### src/rtl/sram_capture_reader.sv
// rtl/sram_capture_reader.sv - read-back of the circular capture SRAM to the MCU byte port
//
// Walks LENGTH words starting at START_ADDR (wrapping silently at 2**ADDR_W).
// Each word is fetched RD_LAT+1 cycles after its address is driven. It is then
// handed to the MCU as the channel A byte followed by the channel B byte, one
// byte per MCU_RD strobe.
//
// Optional build macro: MINMAX_ORDER_EN
//   When defined and MINMAX_MODE was high at START, both words of each
//   min/max pair are fetched before the first byte goes out. The bytes of each
//   channel are swapped if needed so that the smaller byte is emitted first. A
//   trailing odd word is emitted unchanged. Without the macro, words always go
//   out in SRAM order.
//
// Ports
//   CLK                  system clock, rising edge
//   RESET                synchronous active-high reset
//   START                pulse: begin a read-back (only taken in IDLE)
//   ABORT                pulse: end the read-back early (ignored in IDLE)
//   START_ADDR           first word address, latched on accepted START
//   LENGTH               word count, 0 means 2**ADDR_W, latched on accepted START
//   MINMAX_MODE          buffer holds min/max pairs, latched on accepted START
//   SRAM_ADDR            SRAM word address
//   SRAM_OE_N            SRAM output enable, active low
//   SRAM_DATA_A          SRAM low byte (channel A)
//   SRAM_DATA_B          SRAM high byte (channel B)
//   MCU_RD               MCU consumed the current MCU_DATA
//   MCU_DATA             byte presented to the MCU
//   DATA_VALID           MCU_DATA holds an unconsumed byte
//   BUSY                 not in IDLE
//   DONE                 one-cycle pulse at the end of a read-back or on ABORT

module sram_capture_reader #(
    parameter int ADDR_W = 19,
    parameter int RD_LAT = 2
) (
    input  logic              CLK,
    input  logic              RESET,
    input  logic              START,
    input  logic              ABORT,
    input  logic [ADDR_W-1:0] START_ADDR,
    input  logic [ADDR_W-1:0] LENGTH,
    input  logic              MINMAX_MODE,
    output logic [ADDR_W-1:0] SRAM_ADDR,
    output logic              SRAM_OE_N,
    input  logic [7:0]        SRAM_DATA_A,
    input  logic [7:0]        SRAM_DATA_B,
    input  logic              MCU_RD,
    output logic [7:0]        MCU_DATA,
    output logic              DATA_VALID,
    output logic              BUSY,
    output logic              DONE
);

    // One extra bit so that LENGTH=0 can stand for a full buffer.
    localparam int CNT_W = ADDR_W + 1;
    localparam logic [2:0] LAT = 3'(RD_LAT);

    typedef enum logic [2:0] {
        S_IDLE,
        S_FETCH,
        S_BYTE_A,
        S_BYTE_B,
        S_FIN
    } state_t;

    state_t            state;
    state_t            state_nx;

    logic [ADDR_W-1:0] addr_q;
    logic [CNT_W-1:0]  word_cnt;
    logic [2:0]        wait_cnt;
    logic [7:0]        word_a;
    logic [7:0]        word_b;
    logic              oe_n_q;
    logic              valid_q;
    logic              busy_q;
    logic              done_q;

    logic              fetch_done;
    logic              abort_acc;
    logic              rd_b;
    logic              last_word;
    logic              pair_first;
    logic              pending_word;

`ifdef MINMAX_ORDER_EN
    logic              mode_q;
    logic              fetch_second;
    logic              pending_q;
    logic [7:0]        pair_a;
    logic [7:0]        pair_b;

    // First word of a pair with a partner still left in the transfer: keep it
    // and fetch the next address before anything is shown to the MCU.
    assign pair_first   = (state == S_FETCH) && fetch_done && mode_q && !fetch_second
                          && (word_cnt > CNT_W'(1));
    assign pending_word = pending_q;
`else
    logic              unused_mode;

    assign unused_mode  = MINMAX_MODE;
    assign pair_first   = 1'b0;
    assign pending_word = 1'b0;
`endif

    // The address has been held long enough; the data bus is sampled this edge.
    assign fetch_done = (wait_cnt == LAT);
    // FIN already ends the transfer; sending it back to FIN would stretch DONE.
    assign abort_acc  = ABORT && (state != S_IDLE) && (state != S_FIN);
    assign rd_b       = (state == S_BYTE_B) && MCU_RD && !ABORT;
    assign last_word  = (word_cnt == CNT_W'(1));

    always_ff @(posedge CLK) begin
        if (RESET) begin
            state <= S_IDLE;
        end else begin
            state <= state_nx;
        end
    end

    always_comb begin
        state_nx = state;
        case (state)
            S_IDLE: begin
                if (START) begin
                    state_nx = S_FETCH;
                end
            end
            S_FETCH: begin
                if (fetch_done && !pair_first) begin
                    state_nx = S_BYTE_A;
                end
            end
            S_BYTE_A: begin
                if (MCU_RD) begin
                    state_nx = S_BYTE_B;
                end
            end
            S_BYTE_B: begin
                if (MCU_RD) begin
                    if (pending_word) begin
                        state_nx = S_BYTE_A;
                    end else if (last_word) begin
                        state_nx = S_FIN;
                    end else begin
                        state_nx = S_FETCH;
                    end
                end
            end
            S_FIN: begin
                state_nx = S_IDLE;
            end
            default: begin
                state_nx = S_IDLE;
            end
        endcase
        if (abort_acc) begin
            state_nx = S_FIN;
        end
    end

    always_ff @(posedge CLK) begin
        if (RESET) begin
            addr_q       <= '0;
            word_cnt     <= '0;
            wait_cnt     <= '0;
            word_a       <= '0;
            word_b       <= '0;
            oe_n_q       <= 1'b1;
            valid_q      <= 1'b0;
            busy_q       <= 1'b0;
            done_q       <= 1'b0;
`ifdef MINMAX_ORDER_EN
            mode_q       <= 1'b0;
            fetch_second <= 1'b0;
            pending_q    <= 1'b0;
            pair_a       <= '0;
            pair_b       <= '0;
`endif
        end else begin
            // Status outputs are registered from the next state so that
            // they line up with the state they describe.
            oe_n_q  <= !((state_nx == S_FETCH) || (state_nx == S_BYTE_A) ||
                         (state_nx == S_BYTE_B));
            valid_q <= (state_nx == S_BYTE_A) || (state_nx == S_BYTE_B);
            busy_q  <= (state_nx != S_IDLE);
            done_q  <= (state_nx == S_FIN);

            case (state)
                S_IDLE: begin
                    if (START) begin
                        addr_q   <= START_ADDR;
                        word_cnt <= (LENGTH == '0) ? (CNT_W'(1) << ADDR_W)
                                                   : {1'b0, LENGTH};
                        wait_cnt <= '0;
`ifdef MINMAX_ORDER_EN
                        mode_q       <= MINMAX_MODE;
                        fetch_second <= 1'b0;
                        pending_q    <= 1'b0;
`endif
                    end
                end
                S_FETCH: begin
                    if (!fetch_done) begin
                        wait_cnt <= wait_cnt + 3'd1;
                    end else begin
                        wait_cnt <= '0;
`ifdef MINMAX_ORDER_EN
                        if (fetch_second) begin
                            // Per-channel ordering: the current word takes the minimum,
                            // and the buffered partner takes the maximum.
                            word_a       <= (word_a > SRAM_DATA_A) ? SRAM_DATA_A : word_a;
                            pair_a       <= (word_a > SRAM_DATA_A) ? word_a : SRAM_DATA_A;
                            word_b       <= (word_b > SRAM_DATA_B) ? SRAM_DATA_B : word_b;
                            pair_b       <= (word_b > SRAM_DATA_B) ? word_b : SRAM_DATA_B;
                            pending_q    <= 1'b1;
                            fetch_second <= 1'b0;
                        end else begin
                            word_a <= SRAM_DATA_A;
                            word_b <= SRAM_DATA_B;
                            if (pair_first) begin
                                fetch_second <= 1'b1;
                                addr_q       <= addr_q + ADDR_W'(1);
                            end
                        end
`else
                        word_a <= SRAM_DATA_A;
                        word_b <= SRAM_DATA_B;
`endif
                    end
                end
                S_BYTE_B: begin
                    if (rd_b) begin
                        word_cnt <= word_cnt - CNT_W'(1);
`ifdef MINMAX_ORDER_EN
                        if (pending_q) begin
                            // The address already points at this buffered word.
                            word_a    <= pair_a;
                            word_b    <= pair_b;
                            pending_q <= 1'b0;
                        end else begin
                            addr_q <= addr_q + ADDR_W'(1);
                        end
`else
                        addr_q <= addr_q + ADDR_W'(1);
`endif
                    end
                end
                default: begin
                end
            endcase
        end
    end

    assign SRAM_ADDR  = addr_q;
    assign SRAM_OE_N  = oe_n_q;
    assign DATA_VALID = valid_q;
    assign BUSY       = busy_q;
    assign DONE       = done_q;
    assign MCU_DATA   = (state == S_BYTE_A) ? word_a :
                        (state == S_BYTE_B) ? word_b : 8'h00;

endmodule
### config.mk
export PLATFORM = sky130hd
export DESIGN_NAME = sram_capture_reader
export DESIGN_NICKNAME = d
export VERILOG_FILES = /design/src/rtl/sram_capture_reader.sv
export SDC_FILE = /design/constraint.sdc
export NUM_CORES = 1
export LEC_CHECK = 0
export CAP_MARGIN = 20
export CORE_ASPECT_RATIO = 1.4
export CORE_MARGIN = 8
export CORE_UTILIZATION = 54
export DETAILED_ROUTE_END_ITERATION = 7
export PLACE_DENSITY = 0.86
export REMOVE_ABC_BUFFERS = 1
export SLEW_MARGIN = 20
export SYNTH_ARGS = -nofsm -noshare
export SYNTH_HDL_FRONTEND = slang
export SYNTH_SLANG_ARGS = --single-unit
### constraint.sdc
create_clock -name CLK -period 3.35 [get_ports CLK]
set_input_delay 0.8375 -clock CLK [delete_from_list [all_inputs] [get_ports CLK]]
set_output_delay 0.8375 -clock CLK [all_outputs]
set_load 0.02 [all_outputs]
Word-level counts from Yosys, hierarchy flattened
Cells that the tools add are included.
{"block": "op_classes", "n_addsub": 3, "mul": 0, "div_mod_pow": 0, "order_cmp": 0, "n_eq_ne": 12, "shifts": 0, "muxes": 19, "bitwise_logic": 0, "n_reduce_logical": 18}
{"op": "two-way mux 20 bit", "count": 3}
{"op": "one-hot mux 20 bit (2 select lines)", "count": 1}
{"op": "two-way mux 19 bit", "count": 2}
{"op": "one-hot mux 19 bit (2 select lines)", "count": 1}
{"op": "two-way mux 3 bit", "count": 8}
{"op": "equality test 20 x 1 -> 1 bit (second input constant)", "count": 1}
{"op": "subtractor 20 x 1 -> 20 bit (second input constant)", "count": 1}
{"op": "adder 19 x 1 -> 19 bit (second input constant)", "count": 1}
{"op": "zero test 19 bit", "count": 1}
{"op": "two-way mux 8 bit", "count": 2}
{"op": "equality test 3 x 2 -> 1 bit (second input constant)", "count": 5}
{"op": "one-hot mux 3 bit (4 select lines)", "count": 1}
{"op": "equality test 3 x 1 -> 1 bit (second input constant)", "count": 2}
{"op": "one-hot mux 3 bit (2 select lines)", "count": 1}
{"op": "nonzero test 3 bit", "count": 2}
{"op": "logical AND 1 bit", "count": 4}
{"op": "inequality test 2 bit (second input constant)", "count": 2}
{"op": "AND reduction 2 bit", "count": 2}
{"op": "nonzero test 2 bit", "count": 2}
{"op": "adder 3 x 1 -> 3 bit (second input constant)", "count": 1}
{"op": "equality test 3 bit (second input constant)", "count": 1}
{"op": "zero test 3 bit", "count": 1}
{"op": "logical OR 1 bit", "count": 3}
{"op": "inequality test 3 bit (second input constant)", "count": 1}
{"op": "2 further kinds", "count": 3}
{"block": "totals", "reg_bits": 65, "latch_bits": 0, "mem_bits_rw": 0, "romBits": 0, "inputBits": 60, "elab_cells": 62, "n_memories": 0}

Logic depth before layout (Yosys ltp)
Gate-level depths: netlist of run 1.
{"block": "depth", "ltp_word": 9, "depth_mapped": 8}

Least setup slack after synthesis of run 1
No wires, ideal clock.
{"block": "synth_timing", "path_kind": "input -> register", "start": "input port START", "end": "register word_cnt[5]", "t_arrival_ns": 2.220, "t_required_ns": 3.222, "setup_slack_ns": 1.002, "stages": 7, "path_buffers": 2, "path_cell_list": "or3b_2 a21oi_1 clkbuf_8 clkbuf_1 o21ai_0 a2bb2oi_1 nor2_1"}
{"block": "synth_via", "elab_chain_cells": 2}
{"item": "from (decl)", "line": "39", "source": "input logic START,"}
{"item": "inequality test 2 bit (no line)"}
{"item": "AND reduction 3 bit (no line)"}
{"item": "to (signal assigned)", "line": "194", "source": "word_cnt <= (LENGTH == '0) ? (CNT_W'(1) << ADDR_W)"}
{"item": "to (signal assigned)", "line": "235", "source": "word_cnt <= word_cnt - CNT_W'(1);"}
{"item": "to (decl)", "line": "71", "source": "logic [CNT_W-1:0] word_cnt;"}
Every way passes these cells.
A chain may end at the register's enable or synchronous reset.

Worst setup path in the final report of run 1
{"block": "layout_timing", "start": "register state[0]", "end": "output port MCU_DATA[1]"}
{"block": "layout_via", "elab_chain_cells": 3}
{"item": "from (decl)", "line": "67", "source": "state_t state;"}
{"item": "from (signal assigned)", "line": "118", "source": "state <= state_nx;"}
{"item": "equality test 3 x 2 -> 1 bit", "line": "262", "source": "(state == S_BYTE_B) ? word_b : 8'h00;"}
{"item": "two-way mux 8 bit", "line": "262"}
{"item": "two-way mux 8 bit (*)", "line": "261", "source": "assign MCU_DATA = (state == S_BYTE_A) ? word_a :"}
{"item": "to (decl)", "line": "49", "source": "output logic [7:0] MCU_DATA,"}
Mark *: on every way between the ends. The rest lies on a longest branch, timed or not.

==> impl_metrics.ini, run 1 <==
[drt]
firstDrtPassIters = 6
viasPerCell = 6.238
drt_iter0_drc = 338
antenna_left = 0
drcViolationCount = 0
detail_route.wl_per_cell_um = 16.82
wl_mm = 10.75
vias = 3986

[setup_path]
rrSetupSlack_ps = 860
cp.required_ps = 2510
startpoint = state[0]
reg2reg_from = state[0]
crit_end = MCU_DATA[1]
arrival_ps = 2220
critPathLaunchType = register
r2r-end = word_cnt[8]
crit_type = register to primary output
cp-end-kind = primary output
ff2ff_path_depth = 6
crit_chain = mux2i_1 -> nor2_1 -> clkdlybuf4s50_1
cp_slowest_cell = dfxtp_1
crit_path_max_fanout = 23
max_stage_delay_ps = 950

[placement]
port-buffer-count = 89
place_hpwl_mm = 7.592
gp_congestion = 0.8963
placed_area_um2 = 4523
dp_slack_ps = 366.5

[timing]
period_needed_ps = 3061
timing.fmax_mhz = 326.6
post-route-period-util_pct = 91.39
tns_ps = 0
finalHoldViolations = 0
rsz0062_at_grt = false
fin_ws_ps = 288.5
fin_skew_ps = 3.672
worst_pin_slew_ps = 948.2
slew_violations = 0
setup_viol = 0
slew_headroom_pct = 36.70

[global_route]
grt_pass1_vias = 3797
grt_usage_pct = 22.10
grt_max_degree = 68
grt_pass1_wl_mm = 17.73
grt_overflow_total = 0
antenna_found_initial = 0

[status]
outcome = finished, final reports clean

[job]
cap_viol_max_count = 0

[layout]
final_cell_mix = clkdlybuf4s50_1 (88), nand2_1 (71), dfxtp_1 (65), a21oi_1 (57), nor2_1 (44)
regArea_um2 = 1301
final_nets = 624
multi_input_area_um2 = 2122
final_layout_size_suffix_gt1_share_pct = 6.372
n_antenna_cell = 0
area_growth_pct = 28.57
fill_cells = 528
stdcell_area_um2 = 4718
layout_commonest_cell = clkdlybuf4s50_1

[clocking]
htree_levels = 3
cts-root-buf = clkbuf_8
ctsResizeCount = 0
cts_buffers = 9
hold_buffers = 0
clock_latency_ps = 340
path_clk_slew_ps = 70
clock_path_buffers = 2
clkSinkCount = 65
cts_setup_buffers = 0
cts_tree = built

[power]
leakage_nw = 1.637
ir_worst_vdd_uv = 332.2
cellPowerDensity_nw_per_um2 = 423.0
switching_share_pct = 29.47
p_comb_share_pct = 22.0
p_seq_share_pct = 44.4
pwr-share-clk_pct = 33.5
intPower_mw = 1.408
p_sw_uw = 588.3

[floorplan]
boundaryPins = 91
rows = 35
dieArea_um2 = 9727
die_w_um = 85.67
start_util_pct = 55.87
die_y_um = 113.5
fp.coreArea_um2 = 6569

[logic_synthesis]
yosysWarnings = 0
async_flop_share_pct = 0
synth_area_um2 = 3670
ys_seq_elements = 65
synth_cell_types = 59
synth-main-ff-cell = dfxtp_1
synthCells = 489
synth_seq_area_share_pct = 35.46
synth_edf_count = 0
syn_avg_cell_area_um2 = 7.505

[min_path]
min_path_type = register to register
## layer usage
layer	wire, um	global-route usage [%]
met3	707	5.396
met5	0	0
met1	4379	24.73
met4	252	9.155
met2	5409	38.73
## layout make-up
type	instances	share of cell area, %
Clock buffer	12	3.288
Tap cell	74	1.962
Multi-Input combinational cell	375	44.97
Clock inverter	3	0.8486
Inverter	13	1.034
Sequential cell	65	27.58
Timing Repair Buffer	97	20.31
## through the flow
| step | power, mW | utilization [%] | instances | hold WS [ps] |
|---|---|---|---|---|
| finish | 1.996 | 71.83 | 639 | 452.9 |
| global route | 2.080 | 71.83 | 639 | 477.4 |
| detailed placement | 1.331 | 68.86 | 624 | 447.1 |
| global placement | 1.320 | 68.86 | 624 | 441.5 |
| CTS | 1.997 | 71.83 | 639 | 456.5 |
| floorplan | 1.120 | - | 453 | 429.6 |
## registers in the layout (all words and copies together), names as in the netlist
name / count
word_a: 8
state: 3
wait_cnt: 3
SRAM_ADDR: 19
DONE: 1
SRAM_OE_N: 1
word_b: 8
word_cnt: 20
DATA_VALID: 1
BUSY: 1
## worst max-delay path: cells and delay by family, from the launching register on
family | cells | cell delay (ps)
DFF | 1 | 950
buffers and inverters | 1 | 620
muxes | 1 | 190
and+or+nand+nor | 1 | 120
## power by group through the flow
stage | clock network (mW) | registers, mW | logic, mW
6_report | 0.670 | 0.886 | 0.440
2_1_floorplan | 0 | 0.913 | 0.207
4_1_cts | 0.678 | 0.883 | 0.436
3_5_place_dp | 0 | 0.900 | 0.431
3_3_place_gp | 0 | 0.897 | 0.423
5_1_grt | 0.712 | 0.893 | 0.475
## kinds of logic (layout without fill, tap and decap cells)
| group | count (synthesis) | after routing | synth area share [%] |
|---|---|---|---|
| fa+ha+maj | 3 | 3 | 1.023 |
| buf+inv | 49 | 125 | 6.819 |
| xor+xnor | 1 | 1 | 0.2387 |
| mux | 9 | 9 | 2.455 |
| compound gates | 148 | 148 | 24.89 |
| flops | 65 | 65 | 35.46 |
| simple gates | 214 | 214 | 29.12 |
## how the worst min path moves through the flow
stage / endpoint / depth (start not counted) / slack (ps) / start
finish: word_b[3] / 2 / 450 / word_b[3]
global route: word_b[3] / 2 / 480 / word_b[3]
CTS: word_a[6] / 2 / 460 / word_a[6]
detailed placement: word_a[6] / 2 / 450 / word_a[6]
global placement: word_a[2] / 2 / 440 / word_a[2]
floorplan: word_a[0] / 2 / 430 / word_a[0]
## Yosys cell counts (7+ instances only)
cell type | n | area share (%)
clkbuf_1 | 24 | 2.5
a22oi_1 | 7 | 1.4
a31oi_1 | 9 | 1.5
a21oi_1 | 58 | 7.9
nor2_1 | 44 | 4.5
and3_1 | 7 | 1.2
dfxtp_1 | 65 | 35
mux2i_1 | 9 | 2.5
inv_1 | 13 | 1.3
nand2_1 | 71 | 7.3
o21ai_0 | 31 | 4.2
nand4_1 | 8 | 1.4
nor3_1 | 11 | 1.5
nand3_1 | 18 | 2.5
nor4_1 | 19 | 3.2
Note: power is estimated with default switching activity, not from simulation.
==> inputs of run 2 (changes only) <==
--- a/config.mk
+++ b/config.mk
@@ -12,2 +12,3 @@
 export DETAILED_ROUTE_END_ITERATION = 7
+export HOLD_SLACK_MARGIN = 0.08
 export PLACE_DENSITY = 0.86
==> constraint.sdc (replaced) <==
create_clock -name CLK -period 3.35 [get_ports CLK]
set_input_delay 0.335 -clock CLK [delete_from_list [all_inputs] [get_ports CLK]]
set_output_delay 0.335 -clock CLK [all_outputs]
set_load 0.02 [all_outputs]
==> run 2 against run 1 <==
  * Combinational power shrank 2%
  * Setup slack gained 520 ps
  * Utilization shrank 0.69 points
  * Sequential power is essentially flat
  * First-iteration DRC count shrank 7.7%
  * Global-route usage shrank 1.1 points
  * Clock skew grew 9.0 ps
  * Register-to-register slack lost 20 ps
  * Final area shrank 0.95%
  * Non-clock buffer count shrank 3
  * Clock power shrank 12%
  * Worst hold slack gained 0.86 ps
==> impl_metrics.ini, run 2 (same netlist as run 1, synthesis figures left out) <==
[status]
outcome = finished, final reports clean

[drt]
firstDrtPassIters = 4
vias = 3947
antenna_left = 0
detail_route.wl_per_cell_um = 16.43
drcViolationCount = 0
viasPerCell = 6.196
drt_iter0_drc = 312
wl_mm = 10.47

[layout]
area_growth_pct = 27.34
final_layout_size_suffix_gt1_share_pct = 6.039
largest_register = word_cnt
final_nets = 621
fill_cells = 554
largest_reg_flops = 20
n_antenna_cell = 0
stdcell_area_um2 = 4673
layout_commonest_cell = clkdlybuf4s50_1
final_cell_mix = clkdlybuf4s50_1 (88), nand2_1 (71), dfxtp_1 (65), a21oi_1 (57), nor2_1 (44)

[setup_path]
rrSetupSlack_ps = 840
crit_type = register to primary output
critPathLaunchType = register
crit_path_max_fanout = 23
cp.required_ps = 3010
cp-end-kind = primary output
arrival_ps = 2210

[power]
p_sw_uw = 592.8
pwr-share-clk_pct = 30.9
switching_share_pct = 31.13
cellPowerDensity_nw_per_um2 = 407.5
p_comb_share_pct = 22.6
leakage_nw = 1.609
p_seq_share_pct = 46.5
intPower_mw = 1.312
ir_worst_vdd_uv = 272.3

[timing]
slew_headroom_pct = 36.37
finalHoldViolations = 0
timing.fmax_mhz = 393.2
slew_violations = 0
rsz0062_at_grt = false
fin_skew_ps = 12.63
post-route-period-util_pct = 75.92
tns_ps = 0
setup_viol = 0
period_needed_ps = 2543
worst_pin_slew_ps = 954.4

[clocking]
clock_latency_ps = 340
clkSinkCount = 65
clock_path_buffers = 2
cts-root-buf = clkbuf_8
cts_buffers = 9
htree_levels = 3
path_clk_slew_ps = 70
hold_buffers = 0
cts_setup_buffers = 0
ctsResizeCount = 0
cts_tree = built

[placement]
gp_congestion = 0.8867
port-buffer-count = 89
place_hpwl_mm = 7.426
placed_area_um2 = 4501

[floorplan]
fp.coreArea_um2 = 6569
rows = 35
die_y_um = 113.5
die_w_um = 85.67
start_util_pct = 55.87
boundaryPins = 91
dieArea_um2 = 9727

[global_route]
antenna_found_initial = 0
grt_pass1_wl_mm = 16.93
grt_max_degree = 68
grt_pass1_vias = 3660
grt_usage_pct = 20.97
grt_overflow_total = 0

[job]
cap_viol_max_count = 0

[min_path]
min_path_type = register to register
[run 2: changes by cell type in the layout (fill, tap and decap cells not counted), sizes merged]
cell      before  now
buf            9    6
bufinv         1    0
clkbuf        12   11
clkinv         2    4
clkinvlp       0    1
[run 2: final cells by class]
cell class / count / area (um^2) / area share, %
multi-input cells: 375 / 2122 / 45.41
flip-flops and latches: 65 / 1301 / 27.84
repair buffers: 94 / 935.9 / 20.03
clock buffers: 11 / 141.4 / 3.025
well taps: 74 / 92.59 / 1.981
inverters: 13 / 48.80 / 1.044
clock inverters: 5 / 31.28 / 0.6693
[run 2: stage by stage]
stage	power (mW)	setup slack, ps	util (%)	cells	hold WS, ps
after floorplan	1.120	198.5	-	453	404.1
after global placement	1.315	758.2	68.51	621	441.4
after detailed placement	1.326	732.6	68.51	621	447.6
after CTS	1.904	814.7	71.14	637	457.5
after global routing	1.981	573.1	71.14	637	471.0
final	1.904	806.7	71.14	637	453.7
[run 2: path summary, 6_finish.rpt]
check                  from       endpoint  depth (start not counted)
setup / recovery   state[0]    MCU_DATA[6]                          3
hold / removal    word_b[3]      word_b[3]                          2
setup reg to reg   state[0]  SRAM_ADDR[11]                          4
hold reg to reg   word_b[3]      word_b[3]                          2
[run 2: power groups by stage]
stage / logic, mW / clock network [mW] / registers, mW
after global routing: 0.466 / 0.624 / 0.891
after floorplan: 0.207 / 0 / 0.913
after global placement: 0.418 / 0 / 0.897
after detailed placement: 0.426 / 0 / 0.900
final: 0.430 / 0.589 / 0.885
after CTS: 0.429 / 0.592 / 0.883
[run 2: critical path, stage by stage (launching register included)]
cell and delay, ps:
dfxtp_1 930, mux2i_1 190, nor2_1 120, clkdlybuf4s50_1 620
[run 2: layer usage]
layer	vias to the layer above	part of all wire, %	global-route usage [%]	wire, um
met3	13	6.1	4.676	635
met1	1872	41	23.99	4339
li1	1933	-	-	-
met5	-	0	0	0
met2	129	51	37.28	5358
met4	0	1.3	6.808	131
